## src/rtl/mips_cpu_pkg.sv

```systemverilog
// mips_cpu_pkg -- shared definitions for the MIPS multi-cycle control FSM.
// Contents: FSM state enum, instruction class enum, opcode/funct constants,
// and the pc_src encodings used on the datapath next-PC mux.
package mips_cpu_pkg;

  typedef enum logic [2:0] {
    ST_FETCH  = 3'd0,
    ST_DECODE = 3'd1,
    ST_EXEC   = 3'd2,
    ST_MEM    = 3'd3,
    ST_WB     = 3'd4,
    ST_HALT   = 3'd5
  } state_t;

  typedef enum logic [2:0] {
    CL_NONE   = 3'd0,
    CL_RALU   = 3'd1,
    CL_IALU   = 3'd2,
    CL_BRANCH = 3'd3,
    CL_JUMP   = 3'd4,
    CL_JR     = 3'd5,
    CL_LOAD   = 3'd6,
    CL_STORE  = 3'd7
  } iclass_t;

  localparam logic [5:0] OP_RTYPE = 6'h00;
  localparam logic [5:0] OP_J     = 6'h02;
  localparam logic [5:0] OP_BEQ   = 6'h04;
  localparam logic [5:0] OP_BNE   = 6'h05;
  localparam logic [5:0] OP_ADDIU = 6'h09;
  localparam logic [5:0] OP_SLTI  = 6'h0A;
  localparam logic [5:0] OP_SLTIU = 6'h0B;
  localparam logic [5:0] OP_ANDI  = 6'h0C;
  localparam logic [5:0] OP_ORI   = 6'h0D;
  localparam logic [5:0] OP_XORI  = 6'h0E;
  localparam logic [5:0] OP_LUI   = 6'h0F;
  localparam logic [5:0] OP_LW    = 6'h23;
  localparam logic [5:0] OP_SW    = 6'h2B;

  localparam logic [5:0] FN_SLL  = 6'h00;
  localparam logic [5:0] FN_SRL  = 6'h02;
  localparam logic [5:0] FN_SRA  = 6'h03;
  localparam logic [5:0] FN_JR   = 6'h08;
  localparam logic [5:0] FN_ADDU = 6'h21;
  localparam logic [5:0] FN_SUBU = 6'h23;
  localparam logic [5:0] FN_AND  = 6'h24;
  localparam logic [5:0] FN_OR   = 6'h25;
  localparam logic [5:0] FN_XOR  = 6'h26;
  localparam logic [5:0] FN_NOR  = 6'h27;
  localparam logic [5:0] FN_SLT  = 6'h2A;
  localparam logic [5:0] FN_SLTU = 6'h2B;

  localparam logic [1:0] PC_SRC_SEQ    = 2'd0;
  localparam logic [1:0] PC_SRC_BRANCH = 2'd1;
  localparam logic [1:0] PC_SRC_JUMP   = 2'd2;
  localparam logic [1:0] PC_SRC_REG    = 2'd3;

endpackage

```

## src/rtl/mips_cpu_instr_class.sv

```systemverilog
// mips_cpu_instr_class -- combinational instruction classifier.
// Ports: opcode[5:0], funct[5:0] in; cls (instruction class) and valid out.
// valid is low for any opcode/funct pair the control FSM does not execute.
module mips_cpu_instr_class
  import mips_cpu_pkg::*;
(
  input  logic [5:0] opcode,
  input  logic [5:0] funct,
  output iclass_t    cls,
  output logic       valid
);

  // Decode opcode (and funct for R-type) into an execution class
  always_comb begin
    cls = CL_NONE;
    case (opcode)
      OP_RTYPE: begin
        case (funct)
          FN_SLL, FN_SRL, FN_SRA, FN_ADDU, FN_SUBU, FN_AND,
          FN_OR, FN_XOR, FN_NOR, FN_SLT, FN_SLTU: cls = CL_RALU;
          FN_JR:                                  cls = CL_JR;
          default:                                cls = CL_NONE;
        endcase
      end
      OP_ADDIU, OP_SLTI, OP_SLTIU, OP_ANDI,
      OP_ORI, OP_XORI, OP_LUI:                    cls = CL_IALU;
      OP_BEQ, OP_BNE:                             cls = CL_BRANCH;
      OP_J:                                       cls = CL_JUMP;
      OP_LW:                                      cls = CL_LOAD;
      OP_SW:                                      cls = CL_STORE;
      default:                                    cls = CL_NONE;
    endcase
    valid = (cls != CL_NONE);
  end

endmodule

```

## src/rtl/mips_cpu_control_fsm.sv

```systemverilog
// mips_cpu_control_fsm -- multi-cycle MIPS control FSM (FETCH/DECODE/EXEC/MEM/WB/HALT).
// Ports: clk, reset (sync, active-high); instr, waitrequest from memory;
// sig_branch, pc_next_zero from datapath; registered control strobes
// (mem_read, mem_write, addr_sel, ir_en, pc_en, pc_src, reg_write, reg_dst),
// ALU fields (alu_control, alu_opcode, alu_shamt, alu_immediate), and status
// (active, fault, state).
// Build option MIPS_CPU_WAITREQ_EN: when defined, memory accesses honour
// waitrequest and a stall counter forces a faulting HALT after STALL_LIMIT
// consecutive stalled cycles (0 = unlimited). When undefined every access
// completes in one cycle.
// All outputs are registered: each transition also sets the strobes for the
// state being entered, so sig_branch is sampled at the end of DECODE and
// pc_next_zero at the end of EXEC.
module mips_cpu_control_fsm
  import mips_cpu_pkg::*;
#(
  parameter int STALL_LIMIT = 255
) (
  input  logic        clk,
  input  logic        reset,
  input  logic [31:0] instr,
  input  logic        waitrequest,
  input  logic        sig_branch,
  input  logic        pc_next_zero,
  output logic        mem_read,
  output logic        mem_write,
  output logic        addr_sel,
  output logic        ir_en,
  output logic        pc_en,
  output logic        reg_write,
  output logic [1:0]  pc_src,
  output logic        reg_dst,
  output logic [5:0]  alu_control,
  output logic [5:0]  alu_opcode,
  output logic [4:0]  alu_shamt,
  output logic [15:0] alu_immediate,
  output logic        active,
  output logic        fault,
  output logic [2:0]  state
);

  state_t  state_r;
  iclass_t cls_s;
  logic    cls_valid_s;
  logic    access_s;
  logic    accept_s;
  logic    timeout_s;
  logic [9:0] unused_instr_s;

  assign state          = state_r;
  assign unused_instr_s = instr[25:16];

  // Classification works on the latched fields, valid from DECODE onward
  mips_cpu_instr_class u_class (
    .opcode (alu_opcode),
    .funct  (alu_control),
    .cls    (cls_s),
    .valid  (cls_valid_s)
  );

`ifdef MIPS_CPU_WAITREQ_EN
  localparam logic [31:0] LIMIT_C = 32'(STALL_LIMIT);
  logic [8:0] stall_r;
  logic [8:0] stall_inc_s;

  // Memory handshake status and saturating next stall count
  always_comb begin
    access_s = mem_read | mem_write;
    accept_s = access_s & ~waitrequest;
    if (stall_r == 9'h1FF) begin
      stall_inc_s = stall_r;
    end else begin
      stall_inc_s = stall_r + 9'd1;
    end
    timeout_s = access_s & waitrequest & (LIMIT_C != 32'd0) &
                ({23'd0, stall_inc_s} == LIMIT_C);
  end

  // Consecutive-stall counter, cleared whenever an access is not stalled
  always_ff @(posedge clk) begin
    if (reset) begin
      stall_r <= 9'd0;
    end else if (access_s & waitrequest) begin
      stall_r <= stall_inc_s;
    end else begin
      stall_r <= 9'd0;
    end
  end
`else
  logic        unused_waitreq_s;
  logic [31:0] unused_limit_s;

  // Every issued access completes in the cycle it is presented
  always_comb begin
    access_s         = mem_read | mem_write;
    accept_s         = access_s;
    timeout_s        = 1'b0;
    unused_waitreq_s = waitrequest;
    unused_limit_s   = 32'(STALL_LIMIT);
  end
`endif

  // Control FSM: state register plus registered strobes and ALU fields
  always_ff @(posedge clk) begin
    if (reset) begin
      state_r       <= ST_FETCH;
      mem_read      <= 1'b0;
      mem_write     <= 1'b0;
      addr_sel      <= 1'b0;
      ir_en         <= 1'b0;
      pc_en         <= 1'b0;
      pc_src        <= PC_SRC_SEQ;
      reg_write     <= 1'b0;
      reg_dst       <= 1'b0;
      alu_opcode    <= 6'd0;
      alu_control   <= 6'd0;
      alu_shamt     <= 5'd0;
      alu_immediate <= 16'd0;
      active        <= 1'b1;
      fault         <= 1'b0;
    end else begin
      // strobes are single-cycle unless a branch below re-asserts them
      mem_read  <= 1'b0;
      mem_write <= 1'b0;
      addr_sel  <= 1'b0;
      ir_en     <= 1'b0;
      pc_en     <= 1'b0;
      pc_src    <= PC_SRC_SEQ;
      reg_write <= 1'b0;
      reg_dst   <= 1'b0;
      case (state_r)
        ST_FETCH: begin
          if (!mem_read) begin
            // first FETCH cycle after reset: issue the request
            mem_read <= 1'b1;
          end else if (accept_s) begin
            alu_opcode    <= instr[31:26];
            alu_control   <= instr[5:0];
            alu_shamt     <= instr[10:6];
            alu_immediate <= instr[15:0];
            ir_en         <= 1'b1;
            state_r       <= ST_DECODE;
          end else if (timeout_s) begin
            state_r <= ST_HALT;
            active  <= 1'b0;
            fault   <= 1'b1;
          end else begin
            mem_read <= 1'b1;
          end
        end
        ST_DECODE: begin
          if (!cls_valid_s) begin
            state_r <= ST_HALT;
            active  <= 1'b0;
            fault   <= 1'b1;
          end else begin
            state_r <= ST_EXEC;
            case (cls_s)
              CL_BRANCH: begin
                pc_en  <= 1'b1;
                pc_src <= sig_branch ? PC_SRC_BRANCH : PC_SRC_SEQ;
              end
              CL_JUMP: begin
                pc_en  <= 1'b1;
                pc_src <= PC_SRC_JUMP;
              end
              CL_JR: begin
                pc_en  <= 1'b1;
                pc_src <= PC_SRC_REG;
              end
              default: begin
                pc_en <= 1'b0;
              end
            endcase
          end
        end
        ST_EXEC: begin
          case (cls_s)
            CL_RALU, CL_IALU: begin
              state_r   <= ST_WB;
              reg_write <= 1'b1;
              reg_dst   <= (cls_s == CL_RALU);
              pc_en     <= 1'b1;
            end
            CL_LOAD: begin
              state_r  <= ST_MEM;
              mem_read <= 1'b1;
              addr_sel <= 1'b1;
            end
            CL_STORE: begin
              // MEM is the last state of a store, so its PC update goes here
              state_r   <= ST_MEM;
              mem_write <= 1'b1;
              addr_sel  <= 1'b1;
              pc_en     <= 1'b1;
            end
            CL_BRANCH, CL_JUMP: begin
              state_r  <= ST_FETCH;
              mem_read <= 1'b1;
            end
            CL_JR: begin
              if (pc_next_zero) begin
                state_r <= ST_HALT;
                active  <= 1'b0;
              end else begin
                state_r  <= ST_FETCH;
                mem_read <= 1'b1;
              end
            end
            default: begin
              state_r <= ST_HALT;
              active  <= 1'b0;
              fault   <= 1'b1;
            end
          endcase
        end
        ST_MEM: begin
          if (accept_s) begin
            if (cls_s == CL_STORE) begin
              state_r  <= ST_FETCH;
              mem_read <= 1'b1;
            end else begin
              state_r   <= ST_WB;
              reg_write <= 1'b1;
              pc_en     <= 1'b1;
            end
          end else if (timeout_s) begin
            state_r <= ST_HALT;
            active  <= 1'b0;
            fault   <= 1'b1;
          end else begin
            mem_read  <= mem_read;
            mem_write <= mem_write;
            addr_sel  <= 1'b1;
          end
        end
        ST_WB: begin
          state_r  <= ST_FETCH;
          mem_read <= 1'b1;
        end
        ST_HALT: begin
          state_r <= ST_HALT;
        end
        default: begin
          state_r <= ST_HALT;
          active  <= 1'b0;
          fault   <= 1'b1;
        end
      endcase
    end
  end

endmodule

```

## config.mk

```make
export PLATFORM = sky130hd
export DESIGN_NAME = mips_cpu_control_fsm
export DESIGN_NICKNAME = d
export VERILOG_FILES = /design/src/rtl/mips_cpu_pkg.sv /design/src/rtl/mips_cpu_instr_class.sv /design/src/rtl/mips_cpu_control_fsm.sv
export SDC_FILE = /design/constraint.sdc
export NUM_CORES = 1
export LEC_CHECK = 0
export ABC_CLOCK_PERIOD_IN_PS = 3700
export BUFFER_PORTS_ARGS = -buffer_cell sky130_fd_sc_hd__buf_2
export CAP_MARGIN = 20
export CORE_MARGIN = 2
export CORE_UTILIZATION = 51
export CTS_CLUSTER_SIZE = 20
export DETAILED_ROUTE_END_ITERATION = 8
export PLACE_DENSITY = 0.95
export SYNTH_ARGS = -nofsm -noshare
export SYNTH_HDL_FRONTEND = slang
export SYNTH_SLANG_ARGS = --single-unit
export TNS_END_PERCENT = 30
```

## constraint.sdc

```tcl
create_clock -name clk -period 3.7 [get_ports clk]
set_input_delay 0.185 -clock clk [delete_from_list [all_inputs] [get_ports clk]]
set_output_delay 0.185 -clock clk [all_outputs]
set_load 0.005 [all_outputs]
```

* Yosys cells after proc, flatten, opt, wreduce, memory -nomap -nowiden
Index checks and enable logic that the tools add are counted.
** Cells by class
- Add/sub/neg operators :: 0
- Multipliers :: 0
- Divide/modulo/power cells :: 0
- Magnitude comparators :: 0
- Eq/ne operators :: 42
- Shifts and indexed selects :: 0
- Mux-type cells :: 39
- Bitwise logic cells :: 8
- Reduce and logical (&&, ||, !) cells :: 23
** Operator list (count)
- equality test 6 bit, second input constant :: 10
- equality test 6 x 4 -> 1 bit, second input constant :: 8
- 2-to-1 mux 1 bit :: 19
- equality test 3 bit, second input constant :: 6
- equality test 6 x 2 -> 1 bit, second input constant :: 3
- 2-to-1 mux 3 bit :: 6
- case mux 3 bit (6 select lines) :: 1
- OR reduction 3 bit :: 6
- case mux 3 bit (5 select lines) :: 1
- OR reduction 7 bit :: 2
- equality test 3 x 2 -> 1 bit, second input constant :: 4
- equality test 6 x 3 -> 1 bit, second input constant :: 2
- logical NOT 6 bit :: 2
- inequality test 2 bit, second input constant :: 6
- case mux 3 bit (4 select lines) :: 1
- OR reduction 11 bit :: 1
- case mux 1 bit (2 select lines) :: 5
- case mux 1 bit (3 select lines) :: 3
- AND reduction 3 bit :: 3
- OR reduction 2 bit :: 4
- inverter 1 bit :: 7
- equality test 3 x 1 -> 1 bit, second input constant :: 2
- case mux 2 bit (3 select lines) :: 1
- case mux 3 bit (2 select lines) :: 1
- 8 further kinds :: 8
** Storage, ports and cells
- Register bits :: 47
- Bits in latches :: 0
- Memory bits (writable) :: 0
- Bits in read-only memories :: 0
- Bits of input ports :: 37
- Output and inout bits :: 47
- Logic and storage cells :: 127
- Memories :: 0

* Depth between registers and ports, before layout
- Depth in word-level cells :: 9
- Gate-level depth with buffers :: 6
- Mapped depth without buffers :: 5

* Modules after synthesis
A second synthesis with hierarchy kept.
** Second synthesis, totals
- Cell total of the unflattened synthesis :: 237
- Area, all modules :: 1836.8 um^2
** By module, submodules not included
- mips_cpu_control_fsm :: times used 1, cells an instance 207, area an instance 1646.6 um^2
- mips_cpu_instr_class :: times used 1, cells an instance 30, area an instance 190.2 um^2

* Least setup slack after synthesis
No wires, ideal clock.
- Path type :: register to register
- Start point :: register alu_opcode[1]
- End point :: register state_r[1], in the netlist state[1]
- Data arrival time :: 2.011 ns
- Path slack :: 1.586 ns
- Cell stages (with the launch flop) :: 7
- Path buffers :: 1
- Period minus slack after synthesis :: 2.114 ns
- Cells stage by stage :: dfxtp_1 > buf_6 > or4_4 > nor4b_4 > o221ai_2 > o211a_1 > a2111oi_2
** On the way
- Cells in the longest elaborated chain, start to end :: 7
- Elaborated cells on any way between the ends :: 30
** Ends and longest elaborated chain
- start: declaration :: line mips_cpu_control_fsm.sv:34 : output logic [5:0] alu_opcode,
- start signal: assignment :: line mips_cpu_control_fsm.sv:137 : alu_opcode <= instr[31:26];
- equality test 6 x 4 -> 1 bit or equality test 6 x 3 -> 1 bit (tied branches) :: line mips_cpu_instr_class.sv:16 : case (opcode)
- OR reduction 7 bit or OR reduction 2 bit (tied branches) :: line mips_cpu_instr_class.sv:16
- case mux 3 bit (6 select lines) * :: line mips_cpu_instr_class.sv:16
- equality test 3 x 2 -> 1 bit, or another cell as far along :: line mips_cpu_control_fsm.sv:178 : case (cls_s)
- OR reduction 2 bit
- case mux 3 bit (4 select lines) :: line mips_cpu_control_fsm.sv:178
- case mux 3 bit (5 select lines) * :: line mips_cpu_control_fsm.sv:131 : case (state_r)
- end signal: assignment :: line mips_cpu_control_fsm.sv:142 : state_r <= ST_DECODE;
- end signal: assignment :: line mips_cpu_control_fsm.sv:180 : state_r <= ST_WB;
- end signal: assignment :: line mips_cpu_control_fsm.sv:186 : state_r <= ST_MEM;
- end: declaration :: line mips_cpu_control_fsm.sv:42 : state_t state_r;
Mark *: on every way between the ends. The rest lies on a longest branch, timed or not.
A chain may end at the register's enable or synchronous reset.

* Worst setup path after layout
Same ends and word-level chain as after synthesis.

==> impl_results.html <==
<table>
<tr><th>Metric</th><th>Value</th></tr>
<tr><th colspan="2">Clocking</th></tr>
<tr><td>Register clock-pin slew on the reported worst setup and hold paths</td><td>0.08 ns</td></tr>
<tr><td>CTS Buf Count</td><td>5</td></tr>
<tr><td>Insertion delay of the later-clocked pin in the worst-skew pair</td><td>0.29 ns</td></tr>
<tr><td>Total setup buffers inserted after CTS</td><td>0</td></tr>
<tr><td>Root Buffer</td><td>clkbuf_8</td></tr>
<tr><td>H-Tree Depth</td><td>2</td></tr>
<tr><td>Clock tree from TritonCTS</td><td>done</td></tr>
<tr><td>Number of gates resized after cts</td><td>0</td></tr>
<tr><td>Hold buffer count at CTS</td><td>0</td></tr>
<tr><td>Clock sink count</td><td>36</td></tr>
<tr><td>Deepest clock path buffer count</td><td>2</td></tr>
<tr><th colspan="2">Timing</th></tr>
<tr><td>Worst Clk Skew</td><td>0.00536 ns</td></tr>
<tr><td>Slew at the pin with the worst max-slew slack</td><td>0.705 ns</td></tr>
<tr><td>Final setup viols</td><td>0</td></tr>
<tr><td>Max Slew Vio Count</td><td>0</td></tr>
<tr><td>Worst-case headroom to the max-slew limit</td><td>52.9%</td></tr>
<tr><td>Final critical path time including I/O delays and setup</td><td>2.40 ns</td></tr>
<tr><td>Final-report hold violation count</td><td>0</td></tr>
<tr><td>Max Clk Rate</td><td>416 MHz</td></tr>
<tr><td>Accumulated negative setup slack</td><td>0 ns</td></tr>
<tr><td>RSZ-0062 raised after global routing</td><td>false</td></tr>
<tr><td>Crit share post-route</td><td>65.0%</td></tr>
<tr><th colspan="2">Finish</th></tr>
<tr><td>Number of nets in the layout</td><td>339</td></tr>
<tr><td>Sequential cell area</td><td>721 um2</td></tr>
<tr><td>Final antenna diode count</td><td>0</td></tr>
<tr><td>Fill cell count</td><td>330</td></tr>
<tr><td>Area of combinational cells with multiple inputs</td><td>1040 um2</td></tr>
<tr><td>Share of layout cells above drive strength 1</td><td>30.4%</td></tr>
<tr><td>Layout Area Growth over Synthesis</td><td>19.6%</td></tr>
<tr><td>Post-route core utilization</td><td>63.6%</td></tr>
<tr><th colspan="2">Drt</th></tr>
<tr><td>Routed wire length per instance</td><td>13.3 um</td></tr>
<tr><td>Total length of routed met3 wires</td><td>357 um</td></tr>
<tr><td>Number of DRC markers in iteration 0</td><td>131</td></tr>
<tr><td>Detailed-route vias per instance</td><td>5.58</td></tr>
<tr><td>M1 wire length</td><td>1980 um</td></tr>
<tr><td>Antenna viol nets, final</td><td>0</td></tr>
<tr><td>Number of remaining DRC errors</td><td>0</td></tr>
<tr><td>Top metal layer carrying routed signals</td><td>met4</td></tr>
<tr><td>Total met2 wirelength after detailed routing</td><td>2280 um</td></tr>
<tr><td>Via count</td><td>1958</td></tr>
<tr><td>First-pass DRT Iterations</td><td>4</td></tr>
<tr><td>Sum of routed wire length over all layers</td><td>4670 um</td></tr>
<tr><th colspan="2">Setup path</th></tr>
<tr><td>Slowest library cell on the worst path</td><td>or4_4</td></tr>
<tr><td>Type of destination of the critical path</td><td>flop</td></tr>
<tr><td>Type of the setup path with the least slack</td><td>reg -&gt; reg</td></tr>
<tr><td>Reg2reg start</td><td>alu_opcode[1]</td></tr>
<tr><td>CP startpoint kind</td><td>flop</td></tr>
<tr><td>Worst setup path endpoint</td><td>state[1]</td></tr>
<tr><td>Total number of cells along the worst setup path</td><td>5</td></tr>
<tr><td>Setup slack on the worst flop-to-flop path</td><td>1.30 ns</td></tr>
<tr><td>Data arrival time of the worst path</td><td>2.59 ns</td></tr>
<tr><td>Worst setup startpoint</td><td>alu_opcode[1]</td></tr>
<tr><td>R2R depth</td><td>5</td></tr>
<tr><td>Highest fanout seen on the critical path</td><td>10</td></tr>
<tr><td>Reg-to-Reg End</td><td>state[1]</td></tr>
<tr><td>Crit-path leading delay family</td><td>simple AND/OR/NAND/NOR gates</td></tr>
<tr><td>List of cells traversed by the critical path</td><td>or4_4 &gt; nor4b_4 &gt; o221ai_2 &gt; o211a_1 &gt; a2111oi_2</td></tr>
<tr><td>Required time worst endpoint</td><td>3.88 ns</td></tr>
<tr><td>Critical path buffer and inverter count</td><td>0</td></tr>
<tr><td>Maximum cell stage delay along the critical path</td><td>0.60 ns</td></tr>
<tr><th colspan="2">Synth</th></tr>
<tr><td>Synth top area share</td><td>37.0%</td></tr>
<tr><td>Async set-reset flop share out of synthesis</td><td>0%</td></tr>
<tr><td>Total of warnings raised by yosys</td><td>0</td></tr>
<tr><td>Post-synthesis cell count</td><td>251</td></tr>
<tr><td>Netlist area before placement</td><td>1950 um2</td></tr>
<tr><td>Post-synthesis net count</td><td>288</td></tr>
<tr><td>Top FF cell, synth</td><td>dfxtp_1</td></tr>
<tr><td>Proportion of synthesized chip area in sequential cells</td><td>37.0%</td></tr>
<tr><td>Cells taking the most area after synthesis</td><td>dfxtp_1 (37%), nand2_1 (9.6%), a21oi_1 (7.7%), buf_4 (4.2%), o21ai_0 (3.1%)</td></tr>
<tr><td>Average instance area after synthesis</td><td>7.76 um2</td></tr>
<tr><td>EDFF count, synth</td><td>0</td></tr>
<tr><td>Flip-flop and latch count after synthesis</td><td>36</td></tr>
<tr><td>Number of different library cells in the post-synthesis netlist</td><td>54</td></tr>
<tr><td>Library cell occupying the most area in the post-synthesis netlist</td><td>dfxtp_1</td></tr>
<tr><th colspan="2">Power and ir drop</th></tr>
<tr><td>P per Cell Area</td><td>768 nW/um2</td></tr>
<tr><td>Max VDD drop</td><td>0.000446 V</td></tr>
<tr><td>Static power due to leakage</td><td>1.00 nW</td></tr>
<tr><th colspan="2">Die</th></tr>
<tr><td>Chip width</td><td>65.8 um</td></tr>
<tr><td>Die area</td><td>4330 um2</td></tr>
<tr><td>Core region area</td><td>3660 um2</td></tr>
<tr><td>Placement Rows</td><td>22</td></tr>
<tr><td>Y dimension of the die</td><td>65.8 um</td></tr>
<tr><td>Initial core utilization</td><td>53.2%</td></tr>
<tr><td>Ports</td><td>84</td></tr>
<tr><th colspan="2">GRT</th></tr>
<tr><td>Maximum number of pins on one net before global-route repair</td><td>37</td></tr>
<tr><td>Global router's overall resource usage</td><td>23.2%</td></tr>
<tr><td>Via count of the first global-routing pass</td><td>1719</td></tr>
<tr><td>Antenna violations before repair</td><td>0</td></tr>
<tr><td>Wire length of the first global-routing pass</td><td>7800 um</td></tr>
<tr><td>Final global-route overflow total</td><td>0</td></tr>
<tr><th colspan="2">Hold path</th></tr>
<tr><td>Type of the tightest min-delay check</td><td>in -&gt; reg</td></tr>
<tr><td>Startpoint of the most critical hold path</td><td>instr[5]</td></tr>
<tr><th colspan="2">Placement</th></tr>
<tr><td>Final Wtd Congestion</td><td>0.938</td></tr>
<tr><td>Count of buffers from port buffering</td><td>72</td></tr>
<tr><td>Total half-perimeter wirelength after legalization and detailed placement</td><td>3270 um</td></tr>
<tr><th colspan="2">Run status</th></tr>
<tr><td>Result of the run</td><td>finished clean</td></tr>
<tr><th colspan="2">Run</th></tr>
<tr><td>Max Cap Violations</td><td>0</td></tr>
</table>
[per-stage QoR]
stage | hold slack, ns | cell area (um2) | std cells | power (mW) | setup slack [ns]
4_1_cts | 0.118 | 2320 | 350 | 1.78 | 1.29
6_report | 0.120 | 2330 | 351 | 1.79 | 1.30
3_3_place_gp | 0.425 | 2210 | 342 | 1.40 | 1.41
3_5_place_dp | 0.432 | 2210 | 342 | 1.42 | 1.32
2_1_floorplan | 0.321 | 1950 | 251 | 1.23 | 1.59
5_1_grt | 0.118 | 2330 | 351 | 1.93 | 1.08
[tightest hold or removal path: stages]
cell	delay, ns
buf_2	0.09
nand2_1	0.05
a21oi_1	0.05
[registers in the layout, indices dropped and copies added (netlist names), 2 cells and up]
name	flops
alu_immediate	7
alu_opcode	6
pc_src	2
state	3
alu_control	5
alu_shamt	4
[cell type report]
| cell class | instances | share of cell area (%) |
|---|---|---|
| sequential | 36 | 30.9 |
| tap | 48 | 2.58 |
| inverter | 8 | 1.29 |
| multi-input combinational | 178 | 44.5 |
| timing repair buffer | 73 | 16.0 |
| clock inverter | 3 | 1.83 |
| clock buffer | 5 | 2.95 |
[worst min path at each step]
stage	endpoint	slack, ns	cells past startpoint
after floorplan	alu_opcode[1]	0.32	2
after global placement	alu_opcode[1]	0.43	3
after detailed placement	alu_control[0]	0.43	3
after CTS	alu_immediate[11]	0.12	3
after global routing	alu_immediate[5]	0.12	3
final	alu_immediate[5]	0.12	3
[placed cells by master, fill, tap and decap left out, drive strengths merged, types with 2 or more instances in the layout]
cell	n
a21o	2
nor3	8
a21oi	30
nor4	4
dfxtp	36
nand3b	3
a2111oi	3
a31oi	2
nor2b	2
o21ai	13
nor2	12
o311ai	2
or3	5
a211oi	2
clkbuf	5
o31ai	5
nand2	50
inv	8
nand2b	3
and2	2
nand3	4
buf	73
a221o	2
[where the power goes]
group / internal, mW / total (mW) / switching, mW
Clock: 0.199 / 0.350 / 0.151
Sequential: 0.482 / 0.641 / 0.159
Combinational: 0.350 / 0.799 / 0.449
[synthesized netlist by cell type (4+ instances only)]
| cell type | count |
|---|---|
| nand2_1 | 50 |
| dfxtp_1 | 36 |
| a21oi_1 | 30 |
| clkbuf_1 | 14 |
| nor2_1 | 12 |
| o21ai_0 | 12 |
| buf_4 | 11 |
| inv_1 | 8 |
| nor3_1 | 8 |
| o31ai_1 | 5 |
| nand3_1 | 4 |
| nor4_1 | 4 |
| or3_1 | 4 |
[routing by layer]
metal	vias up	GRT usage (%)
li1	983	-
met1	883	30.7
met2	85	35.5
met3	7	5.79
met4	0	10.7
met5	-	0
[cells by family (layout without fill, tap and decap cells)]
kind of cell           count (synthesis)  count (layout)  share of synthesized area [%]
AOI/OAI and AO/OA                     77              77                           27.3
buffers and inverters                 37              89                           9.83
DFF                                   36              36                           37.0
muxes                                  1               1                          0.514
and+or+nand+nor                      100             100                           25.4
No activity file was read; power rests on OpenSTA's default activity.
